--- src/rtl/imem_loader_if.sv ---
// Byte-stream and instruction-memory write signals of the program loader.
// The loader takes the slave modport. The host/bench side takes the master modport.
interface imem_loader_if;
  logic        byte_valid_i;
  logic [7:0]  byte_data_i;
  logic        byte_ready_o;
  logic        wr_en_imem_o;
  logic [31:0] wr_instr_imem_o;
  logic [31:0] addr_imem_o;

  modport slave (
    input  byte_valid_i, byte_data_i,
    output byte_ready_o, wr_en_imem_o, wr_instr_imem_o, addr_imem_o
  );

  modport master (
    output byte_valid_i, byte_data_i,
    input  byte_ready_o, wr_en_imem_o, wr_instr_imem_o, addr_imem_o
  );
endinterface

--- src/rtl/imem_loader.sv ---
// Program image loader. It parses a big-endian byte stream made of a 16-bit
// word count followed by the words. It writes each word into instruction
// memory and keeps the CPU in reset until the whole image is written.
module imem_loader #(
  parameter logic [31:0] BASE_ADDR = 32'h0000_0000,  // must be 4-byte aligned
  parameter int unsigned MAX_WORDS = 1024            // must be <= 65535
) (
  input  logic               clk,
  input  logic               reset,          // asynchronous, active low
  input  logic               start_i,
  imem_loader_if.slave       bus,
  output logic               cpu_hold_o,
  output logic               done_o,
  output logic               error_o,
  output logic [15:0]        words_loaded_o
);

  typedef enum logic [2:0] {
    S_LEN_HI, S_LEN_LO, S_DATA, S_WRITE, S_DONE, S_ERROR
  } state_t;

  localparam logic [15:0] MAX_W = MAX_WORDS[15:0];

  state_t      state_q, state_d;
  logic [15:0] n_q, n_d;           // word count from the header
  logic [23:0] asm_q, asm_d;       // first three bytes of the word being assembled
  logic [1:0]  idx_q, idx_d;       // byte position within the current word
  logic        wr_en_q, wr_en_d;
  logic [31:0] word_q, word_d;
  logic [31:0] addr_q, addr_d;
  logic        hold_q, hold_d;
  logic        done_q, done_d;
  logic        error_q, error_d;
  logic [15:0] cnt_q, cnt_d;

  logic        ready;
  logic        take;
  logic [15:0] n_full;
  logic [15:0] cnt_inc;

  assign ready   = (state_q == S_LEN_HI) || (state_q == S_LEN_LO) || (state_q == S_DATA);
  assign take    = bus.byte_valid_i && ready;
  assign n_full  = {n_q[15:8], bus.byte_data_i};
  assign cnt_inc = cnt_q + 16'd1;

  // Next-state and registered-output logic of the load sequencer
  always_comb begin
    // NOTE: every signal gets a default first, so no path can leave one unassigned and infer a latch.
    state_d = state_q;
    n_d     = n_q;
    asm_d   = asm_q;
    idx_d   = idx_q;
    wr_en_d = 1'b0;
    word_d  = word_q;
    addr_d  = addr_q;
    hold_d  = hold_q;
    done_d  = done_q;
    error_d = error_q;
    cnt_d   = cnt_q;

    unique case (state_q)
      S_LEN_HI: begin
        if (take) begin
          n_d[15:8] = bus.byte_data_i;
          state_d   = S_LEN_LO;
        end
      end
      S_LEN_LO: begin
        if (take) begin
          n_d[7:0] = bus.byte_data_i;
          if (n_full == 16'd0) begin
            state_d = S_DONE;
            done_d  = 1'b1;
            hold_d  = 1'b0;
          end else if (n_full > MAX_W) begin
            state_d = S_ERROR;
            error_d = 1'b1;
          end else begin
            state_d = S_DATA;
          end
        end
      end
      S_DATA: begin
        if (take) begin
          idx_d = idx_q + 2'd1;
          asm_d = {asm_q[15:0], bus.byte_data_i};
          if (idx_q == 2'd3) begin
            state_d = S_WRITE;
            wr_en_d = 1'b1;
            word_d  = {asm_q, bus.byte_data_i};
            addr_d  = BASE_ADDR + {14'd0, cnt_q, 2'b00};
          end
        end
      end
      S_WRITE: begin
        cnt_d = cnt_inc;
        if (cnt_inc == n_q) begin
          state_d = S_DONE;
          done_d  = 1'b1;
          hold_d  = 1'b0;
        end else begin
          state_d = S_DATA;
        end
      end
      S_DONE: begin
        if (start_i) begin
          state_d = S_LEN_HI;
          done_d  = 1'b0;
          hold_d  = 1'b1;
          cnt_d   = 16'd0;
          idx_d   = 2'd0;
        end
      end
      S_ERROR: begin
        if (start_i) begin
          state_d = S_LEN_HI;
          error_d = 1'b0;
          cnt_d   = 16'd0;
          idx_d   = 2'd0;
        end
      end
      default: state_d = S_LEN_HI;
    endcase
  end

  // State and output registers; reset abandons any load in progress
  always_ff @(posedge clk or negedge reset) begin
    if (!reset) begin
      state_q <= S_LEN_HI;
      n_q     <= '0;
      asm_q   <= '0;
      idx_q   <= '0;
      wr_en_q <= 1'b0;
      word_q  <= '0;
      addr_q  <= BASE_ADDR;
      hold_q  <= 1'b1;
      done_q  <= 1'b0;
      error_q <= 1'b0;
      cnt_q   <= '0;
    end else begin
      // NOTE: non-blocking assignments keep every register sampling the pre-edge values.
      state_q <= state_d;
      n_q     <= n_d;
      asm_q   <= asm_d;
      idx_q   <= idx_d;
      wr_en_q <= wr_en_d;
      word_q  <= word_d;
      addr_q  <= addr_d;
      hold_q  <= hold_d;
      done_q  <= done_d;
      error_q <= error_d;
      cnt_q   <= cnt_d;
    end
  end

  assign bus.byte_ready_o    = ready;
  assign bus.wr_en_imem_o    = wr_en_q;
  assign bus.wr_instr_imem_o = word_q;
  assign bus.addr_imem_o     = addr_q;
  assign cpu_hold_o          = hold_q;
  assign done_o              = done_q;
  assign error_o             = error_q;
  assign words_loaded_o      = cnt_q;

endmodule

--- src/flat_wrapper.sv ---
// flat-port wrapper written by rule: the top's interface ports become plain ports
module imem_loader_flat 
#(
  parameter logic [31:0] BASE_ADDR = 32'h0000_0000,                           
  parameter int unsigned MAX_WORDS = 1024                               
)
  (clk, reset, start_i, cpu_hold_o, done_o, error_o, words_loaded_o, bus_byte_valid_i, bus_byte_data_i, bus_byte_ready_o, bus_wr_en_imem_o, bus_wr_instr_imem_o, bus_addr_imem_o);
  imem_loader_if bus_i ();
  input  logic clk;
  input  logic reset;
  input  logic start_i;
  output logic cpu_hold_o;
  output logic done_o;
  output logic error_o;
  output logic [15:0] words_loaded_o;
  input wire logic [$bits(bus_i.byte_valid_i)-1:0] bus_byte_valid_i;
  input wire logic [$bits(bus_i.byte_data_i)-1:0] bus_byte_data_i;
  output wire logic [$bits(bus_i.byte_ready_o)-1:0] bus_byte_ready_o;
  output wire logic [$bits(bus_i.wr_en_imem_o)-1:0] bus_wr_en_imem_o;
  output wire logic [$bits(bus_i.wr_instr_imem_o)-1:0] bus_wr_instr_imem_o;
  output wire logic [$bits(bus_i.addr_imem_o)-1:0] bus_addr_imem_o;
  assign bus_i.byte_valid_i = bus_byte_valid_i;
  assign bus_i.byte_data_i = bus_byte_data_i;
  assign bus_byte_ready_o = bus_i.byte_ready_o;
  assign bus_wr_en_imem_o = bus_i.wr_en_imem_o;
  assign bus_wr_instr_imem_o = bus_i.wr_instr_imem_o;
  assign bus_addr_imem_o = bus_i.addr_imem_o;
  imem_loader #(.BASE_ADDR(BASE_ADDR), .MAX_WORDS(MAX_WORDS)) u_core (.clk(clk), .reset(reset), .start_i(start_i), .bus(bus_i), .cpu_hold_o(cpu_hold_o), .done_o(done_o), .error_o(error_o), .words_loaded_o(words_loaded_o));
endmodule
--- config.mk ---
export PLATFORM = sky130hd
export DESIGN_NAME = imem_loader_flat
export DESIGN_NICKNAME = d
export VERILOG_FILES = /design/src/rtl/imem_loader_if.sv /design/src/rtl/imem_loader.sv /design/src/flat_wrapper.sv
export SDC_FILE = /design/constraint.sdc
export NUM_CORES = 1
export LEC_CHECK = 0
export ABC_AREA = 1
export ABC_CLOCK_PERIOD_IN_PS = 3450
export CAP_MARGIN = 20
export CORE_MARGIN = 3
export CORE_UTILIZATION = 56
export DETAILED_ROUTE_END_ITERATION = 7
export MAX_ROUTING_LAYER = met4
export PLACE_DENSITY_LB_ADDON = 0.3
export SLEW_MARGIN = 0
export SYNTH_ARGS = -nofsm -noshare
export SYNTH_HDL_FRONTEND = slang
export SYNTH_SLANG_ARGS = --single-unit
--- constraint.sdc ---
create_clock -name clk -period 3.45 [get_ports clk]
set_input_delay 0.8625 -clock clk [delete_from_list [all_inputs] [get_ports clk]]
set_output_delay 0.8625 -clock clk [all_outputs]
set_load 0.005 [all_outputs]
After elaboration in Yosys (flattened, before gate mapping). Index checks and enable logic that the tools add are counted.

Multiplexer cells: 31. Reductions and logical operators: 19. Magnitude comparators: 1. Add/subtract/negate cells: 2. Equality and inequality tests: 18.

Operators with widths (number): case mux 16 bit (2 select lines) (1); 2-to-1 mux 3 bit (8); adder 16 x 1 -> 16 bit (second input constant) (1); equality test 16 bit (1); greater-than comparator 16 x 11 -> 1 bit (second input constant) (1); zero test 16 bit (1); 2-to-1 mux 16 bit (1); case mux 3 bit (5 select lines) (1); AND reduction 5 bit (3); 2-to-1 mux 1 bit (14); != test 2 bit (second input constant) (6); != test 2 x 1 -> 1 bit (second input constant) (5); AND reduction 2 bit (4); equality test 3 x 2 -> 1 bit (second input constant) (2); equality test 3 bit (second input constant) (2); case mux 1 bit (3 select lines) (2); AND reduction 3 bit (2); nonzero test 2 bit (3); 2-to-1 mux 2 bit (2); case mux 2 bit (2 select lines) (1); equality test 3 x 1 -> 1 bit (second input constant) (1); zero test 3 bit (1); nonzero test 3 bit (1); adder 2 x 1 -> 2 bit (second input constant) (1); other kinds (5) (6).

Logic and storage cells: 83. Bits in registers: 113. Output and inout bits: 85. Input port bits: 12.

Depth between registers and ports, before layout. Gate-level depths: netlist of the first run.

Depth in word-level cells: 6. Gate-level depth with buffers: 16. Mapped depth without buffers: 16.

Worst setup path before layout of the first run. OpenSTA, ideal clock, no wires.

Kind: input to register. From: input bus_byte_valid_i. To: register u_core.addr_q[15] (netlist: u_core.bus.addr_imem_o[15]). Buffers on the path: 2. Arrival: 1706 ps. Setup time: 134 ps. Data required time: 3316 ps. Path slack: 1611 ps. Cell stages on the path: 6. Cell sequence: nand2_1 nor2_4 inv_1 clkbuf_1 clkbuf_1 o21ai_0.

Word-level cells in the longest chain between the ends: 2.

RTL lines: start, declared (RTL line flat_wrapper.sv:16) `input wire logic [$bits(bus_i.byte_valid_i)-1:0] bus_byte_valid_i;`; logical AND 1 bit (RTL line imem_loader.sv:42) `assign take = bus.byte_valid_i && ready;`; AND reduction 3 bit (no source line); end signal, assigned (RTL line imem_loader.sv:148) `addr_q <= addr_d;`; end, declared (RTL line imem_loader.sv:30) `logic [31:0] addr_q, addr_d;`.

No other way between the ends. A chain may end at the register's enable or synchronous reset.

Final worst setup path of the first run.
From: register u_core.state_q[2]. To: output bus_byte_ready_o.

Word-level cells in the longest chain between the ends: 3. Elaborated cells on any way between the ends: 5. Those cells by class: eq/ne: 2; reduce/logical: 3.

RTL lines: start, declared (RTL line imem_loader.sv:24) `state_t state_q, state_d;`; start signal, assigned (RTL line imem_loader.sv:142) `state_q <= state_d;`; equality test 3 x 1 -> 1 bit / zero test 3 bit (equally long branches) (RTL line imem_loader.sv:41) `assign ready = (state_q == S_LEN_HI) || (state_q == S_LEN_LO) || (state_q == S_DATA);`; logical OR 1 bit (RTL line imem_loader.sv:41); logical OR 1 bit * (RTL line imem_loader.sv:41); end, declared (RTL line flat_wrapper.sv:18) `output wire logic [$bits(bus_i.byte_ready_o)-1:0] bus_byte_ready_o;`.

Mark *: on every way between the ends. The rest lies on a longest branch, timed or not.

==> results of run 1 <==
==> stage by stage <==
step | util [%] | setup slack [ns] | power (mW) | hold slack, ns
2_1_floorplan | - | 1.611 | 2.591 | 0.4492
3_3_place_gp | 68.21 | 0.9830 | 2.988 | 0.4530
3_5_place_dp | 68.21 | 0.9278 | 3.048 | 0.4632
4_1_cts | 74.80 | 0.8844 | 4.794 | 0.3783
5_1_grt | 74.80 | 0.8425 | 5.061 | 0.4034
6_report | 74.80 | 0.8835 | 4.808 | 0.3480
==> cell type report <==
class,count,area (sq um)
Timing Repair Buffer,84,853.3
Fill cell,622,2241
Inverter,74,277.8
Tap cell,108,135.1
Multi-Input combinational cell,424,1969
Clock inverter,11,130.1
Clock buffer,20,455.4
Sequential cell,113,2829
==> cells by family after synthesis <==
family / after synthesis
XOR/XNOR: 2
AO/OA/AOI/OAI: 114
adder cells (fa/ha/maj): 2
other: 1
flip-flops: 113
buffers and inverters: 109
AND/OR/NAND/NOR: 290
==> how the worst max path moves through the flow <==
| stage | cells past startpoint | to |
|---|---|---|
| after floorplan | 6 | u_core.bus.addr_imem_o[15] |
| after global placement | 7 | u_core.bus.addr_imem_o[15] |
| after detailed placement | 7 | u_core.bus.addr_imem_o[13] |
| after CTS | 2 | bus_byte_ready_o |
| after global routing | 2 | bus_byte_ready_o |
| final | 2 | bus_byte_ready_o |
==> synth_stat cells (all sizes together) <==
| cell type | number |
|---|---|
| nand2 | 197 |
| dfrtp | 112 |
| o21ai | 100 |
| inv | 74 |
| nand3 | 41 |
| nor2 | 29 |
| buf | 18 |
| clkbuf | 17 |
| nand4 | 14 |
| o22ai | 8 |
| a21oi | 4 |
| nand3b | 4 |
| nor3 | 4 |
| ha | 2 |
| a22o | 1 |
| conb | 1 |
| dfstp | 1 |
| o311ai | 1 |
| or2 | 1 |
| xnor2 | 1 |
| xor2 | 1 |
==> routing by layer <==
layer  vias to the layer above  global-route usage (%)  wire length (um)
li1                       2174                       -                 -
met1                      2220                   38.33              5580
met2                       250                   41.41              6230
met3                        42                   6.075              1117
met4                         0                   11.91               432
met5                         -                       -                 0
==> critical path, cell delays in order (launching register included) <==
cell	delay, ns
dfrtp_1	0.49
a21oi_1	0.17
clkdlybuf4s50_1	0.52
==> power breakdown <==
| group | total, mW | internal (mW) | switching, mW | leakage, nW |
|---|---|---|---|---|
| clock network | 1.72 | 1.08 | 0.635 | 0.276 |
| registers | 1.95 | 1.66 | 0.289 | 1.49 |
| logic | 1.14 | 0.459 | 0.680 | 1.32 |
==> cells in the final DEF, fill, tap and decap left out, drive strengths merged <==
cell	count
a21oi	4
nand2	197
inv	76
conb	16
bufinv	2
xor2	1
nand4	14
clkbuf	20
clkinv	3
clkdlybuf4s50	79
a22o	1
or2	1
nor3	4
dfstp	1
buf	5
o22ai	8
nor2	29
o311ai	1
ha	2
clkinvlp	4
xnor2	1
dfrtp	112
o21ai	100
nand3	41
nand3b	4
==> sequential cells by signal, summed over array words and instances (netlist names) <==
signal and flops:
u_core.done_o 1, u_core.error_o 1, u_core.bus.wr_en_imem_o 1, u_core.state_q 3
u_core.bus.addr_imem_o 16, u_core.asm_q 24, u_core.idx_q 2, u_core.n_q 16
u_core.bus.wr_instr_imem_o 32, u_core.words_loaded_o 16, u_core.cpu_hold_o 1
==> out/qor.tcl, run 1 <==
set qor(rr_startpoint) {u_core.words_loaded_o[0]}
set qor(yosys_warnings) 0
set qor(dp_hpwl_um) 8883
set qor(synth_mux_area_share_pct) 0
set qor(synth_compound_gate_area_share_pct) 11.28
set qor(netlist.area_leader.share_pct) 53.78
set qor(drt_drc_violations_left) 0
set qor(hold_path.class) {primary input to async pin}
set qor(htreeDepth) 4
set qor(via_count_of_the_first_global_routing_pass) 4443
set qor(worst_ep_required_time_ns) 2.59
set qor(first_pass_grt_wire_length_um) 22090
set qor(routedWlPerCell_um) 16.02
set qor(worst_slew_pin_slew_ns) 0.6482
set qor(timing.critical_path.fanout_max) 8
set qor(post_cts_sizing) 0
set qor(xor_and_xnor_area_share_after_synthesis_pct) 0.3361
set qor(row_count) 34
set qor(vias) 4686
set qor(number_of_cells_traversed_by_the_worst_register_to_register_path) 14
set qor(p_leak_nw) 3.083
set qor(rsz0062_at_grt) {false}
set qor(max-vdd-ir-drop_uv) 467.0
set qor(synth_top_family_by_area) {simple AND/OR/NAND/NOR gates}
set qor(flow.area_growth_from_synthesis_pct) 27.61
set qor(final_cell_count_no_fill) 834
set qor(skew_ns) 0.009344
set qor(start_util_pct) 58.61
set qor(drt_first_iter_violations) 350
set qor(startpoint_type) {register}
set qor(synth.lib_cells_used.distinct) 30
set qor(chipHeight_um) 102.5
set qor(hold_violations) 0
set qor(dr.pass1.iters) 5
set qor(ys_seq_elements) 113
set qor(totalWireLength_um) 13360
set qor(finalWeightedCongestion) 0.9234
set qor(ios) 97
set qor(postPlaceCellArea_sq_um) 6065
set qor(clk_root_buffer_cell) {clkbuf_8}
set qor(synth_largest_area_cell) {dfrtp_1}
set qor(syn_avg_cell_area_sq_um) 8.259
set qor(crit_type) {register to output pin}
set qor(worstSetupStartpoint) {u_core.state_q[2]}
set qor(worst_skew_pair.late_latency_ns) 0.52
set qor(grt.overflow.total) 0
set qor(postLayoutCellArea_sq_um) 6650
set qor(tritoncts) {built}
set qor(all_layer_gr_usage_pct) 28.26
set qor(port_buffers) 80
set qor(final_min_period_over_clock_period_pct) 74.39
set qor(finalNetCount) 728
set qor(synthesis.instances) 631
set qor(die_x_um) 102.5
set qor(synth_seq_area_share_pct) 54.29
set qor(design.die.area_sq_um) 10500
set qor(post_drt_via_cell_ratio) 5.619
set qor(worst_reg_to_reg_setup_slack_ns) 1.10
set qor(syn_area_sq_um) 5211
set qor(clkTransAtPathRegs_ns) 0.06
set qor(finalCriticalPeriod_ns) 2.567
set qor(synth_simple_gate_area_share_pct) 24.49
set qor(route.antenna.remaining_nets) 0
set qor(cts.sinks) 113
set qor(antenna_violations_before_repair) 0
set qor(setup-tns-final_ns) 0
set qor(pwr_cell_area_nw_per_um2) 723.0
set qor(timing.final.setup_violations) 0
set qor(synth_top_cells_by_area) {dfrtp_1, nand2_1, o21ai_0}
set qor(yosys.area_share.adder_pct) 0.4802
set qor(place_inst) 803
set qor(cts_hold_buf) 0
set qor(final_layout_size_suffix_gt1_share_pct) 7.989
set qor(clk_path_buf_depth) 2
set qor(maxSlewHeadroom_pct) 56.68
set qor(cts_inserted_buffers) 17
set qor(cts_post_setup_buffers_inserted) 0
set qor(n_antenna_cell) 0
set qor(fmax_ghz) 0.3896
set qor(worst_r2r_endpoint) {u_core.done_o}
set qor(report.final.slew_viol_count) 0
set qor(grt_start_max_net_pins) 85
set qor(arrival_ns) 1.70
set qor(core_area_sq_um) 8891
set qor(endpoint_kind) {output pin}
set qor(run_status) {finished clean}
set qor(max_cap_violations) 0
Power figures use the tool's default switching activity.
==> run 2: changes to the inputs <==
- ABC_CLOCK_PERIOD_IN_PS: 3450 -> 2400
- CORE_UTILIZATION: 56 -> 52
- clock period: 3.45 -> 2.4 ns (I/O delays scaled with it)
==> out/qor.tcl, run 2 (synthesized netlist as in run 1, its figures left out) <==
set qor(run_status) {finished clean}
set qor(fmax_ghz) 0.4439
set qor(power.combinational.fraction_pct) 24.3
set qor(design.die.area_sq_um) 11260
set qor(layout_common_cells) {nand2_1, dfrtp_1, o21ai_0}
set qor(max-vdd-ir-drop_uv) 724.1
set qor(core_area_sq_um) 9503
set qor(final_cell_count_no_fill) 865
set qor(grt_start_max_net_pins) 93
set qor(die_x_um) 106.1
set qor(place_inst) 832
set qor(flip_flop_count_of_the_largest_register_all_copies_and_words_added) 32
set qor(postPlaceCellArea_sq_um) 6163
set qor(start_util_pct) 54.84
set qor(timing.critical_path.fanout_max) 7
set qor(pwr_cell_area_nw_per_um2) 1014
set qor(critPathMostFrequentCell) {nand2_1}
set qor(via_count_of_the_first_global_routing_pass) 4476
set qor(critical_path.top_delay_family) {simple AND/OR/NAND/NOR gates}
set qor(hold_violations) 0
set qor(finalNetCount) 737
set qor(flow.area_growth_from_synthesis_pct) 29.36
set qor(setup-tns-final_ns) 0
set qor(post-route-util_pct) 70.94
set qor(cts_hold_buf) 0
set qor(hold_path.class) {primary input to async pin}
set qor(final_min_period_over_clock_period_pct) 93.86
set qor(all_layer_gr_usage_pct) 24.92
set qor(grt.overflow.total) 0
set qor(finalWeightedCongestion) 0.9244
set qor(port_buffers) 80
set qor(cts_inserted_buffers) 17
set qor(clk_root_buffer_cell) {clkbuf_8}
set qor(tritoncts) {built}
set qor(final_common_cell) {nand2_1}
set qor(power.share.sequential_pct) 40.9
set qor(cell_internal_pwr_mw) 4.481
set qor(first_pass_grt_wire_length_um) 21670
set qor(clkTransAtPathRegs_ns) 0.06
set qor(vias) 4623
set qor(ios) 97
set qor(routedWlPerCell_um) 14.95
set qor(totalWireLength_um) 12930
set qor(worst_skew_pair.late_latency_ns) 0.52
set qor(path_buf_inv) 0
set qor(skew_ns) 0.008026
set qor(n_antenna_cell) 0
set qor(switching_share_pct) 34.43
set qor(post_drt_via_cell_ratio) 5.345
set qor(rsz0062_at_grt) {false}
set qor(drt_drc_violations_left) 0
set qor(p_leak_nw) 3.120
set qor(delay_of_the_slowest_cell_on_the_worst_path_ns) 0.43
set qor(chipHeight_um) 106.1
set qor(postLayoutCellArea_sq_um) 6741
set qor(cts.sinks) 113
set qor(timing.critical_path.cells) {ha_2 -> nand2_1 -> nor2_4 -> nand3_1 -> nand3_1 -> nand2_1 -> nor2_1 -> nand2_1 -> nor2_2 -> nand3_2 -> nand2_2 -> nand2_1 -> nand2_1 -> nand2_1}
set qor(report.final.slew_viol_count) 0
set qor(antenna_violations_before_repair) 0
set qor(power.share.clock_pct) 34.8
set qor(fillers) 712
set qor(endpoint_kind) {register}
set qor(dr.pass1.iters) 5
set qor(row_count) 35
set qor(startpoint_type) {register}
set qor(max_cap_violations) 0
set qor(clk_path_buf_depth) 2
set qor(route.antenna.remaining_nets) 0
set qor(cpMaxStageDelayCell) {dfrtp_2}
set qor(worst_ep_required_time_ns) 2.80
set qor(dp_hpwl_um) 9017
set qor(arrival_ns) 2.65
set qor(htreeDepth) 4
set qor(whs_ns) 0.006494
set qor(finalCriticalPeriod_ns) 2.253
set qor(timing.final.setup_violations) 0
set qor(switching_power_mw) 2.353
set qor(final_layout_size_suffix_gt1_share_pct) 9.783
set qor(crit_type) {register to register}
set qor(drt_first_iter_violations) 357
-- run 2: cell count changes in the layout (fill, tap and decap cells not counted) --
cell,delta
buf_4,+8
inv_6,+4
clkbuf_8,-3
dfrtp_1,-3
dfrtp_2,+3
inv_8,+2
buf_12,+1
bufinv_16,-1
clkinvlp_4,-1
ha_1,-1
ha_2,+1
-- run 2: power groups by stage --
stage	sequential [mW]	clock [mW]	combinational, mW
after CTS	2.77	2.40	1.66
after global placement	2.78	0	1.56
after detailed placement	2.80	0	1.62
after global routing	2.84	2.50	1.89
after floorplan	2.67	0	1.05
final	2.79	2.38	1.66
-- run 2: path summary, 6_finish.rpt --
kind	startpoint	to	slack, ns	cells past startpoint
max reg2reg	u_core.words_loaded_o[0]	u_core.done_o	0.15	14
min	reset	u_core.asm_q[16]	0.006	1
min reg2reg	u_core.bus.wr_instr_imem_o[28]	u_core.bus.wr_instr_imem_o[28]	0.47	2
max	u_core.words_loaded_o[0]	u_core.done_o	0.15	14
min in group clk	u_core.bus.wr_instr_imem_o[28]	u_core.bus.wr_instr_imem_o[28]	0.47	2
max in group asynchronous	reset	u_core.cpu_hold_o	1.75	2
-- run 2: layer usage --
| layer | track usage [%] | share of wire [%] | up-vias |
|---|---|---|---|
| met5 | - | 0 | - |
| met4 | 8.233 | 1.4 | 0 |
| met3 | 6.132 | 7.1 | 22 |
| met2 | 38.14 | 47 | 216 |
| met1 | 32.88 | 44 | 2181 |
| li1 | - | - | 2204 |
-- run 2: worst reg2reg max path, stage by stage, from the launching register on --
cell and delay [ns]:
dfrtp_2 0.43, ha_2 0.24, nand2_1 0.13, nor2_4 0.24, nand3_1 0.12, nand3_1 0.11, nand2_1 0.06, nor2_1 0.20
nand2_1 0.10, nor2_2 0.15, nand3_2 0.10, nand2_2 0.09, nand2_1 0.07, nand2_1 0.06, nand2_1 0.05
-- run 2: area by class of cell --
cell class	count	area (sq um)	share of cell area, %
clock inverter	15	150.1	2.227
sequential	113	2833	42.02
timing repair buffer	93	933.4	13.85
clock buffer	17	414.1	6.143
tap	129	161.4	2.394
inverter	74	277.8	4.120
multi-input combinational	424	1972	29.25
-- run 2: stage by stage --
stage                     power, mW  setup slack (ns)
final                         6.834            0.1473
after global routing          7.234          0.009535
after CTS                     6.836           0.09927
after detailed placement      4.419            0.1824
after global placement        4.349            0.2071
after floorplan               3.724            0.5878
-- run 2: repair_timing --
item,in CTS,in global routing
hold endpoints to repair,0,0
resized for setup,0,4
buffers inserted,0,1
setup endpoints to repair,0,5
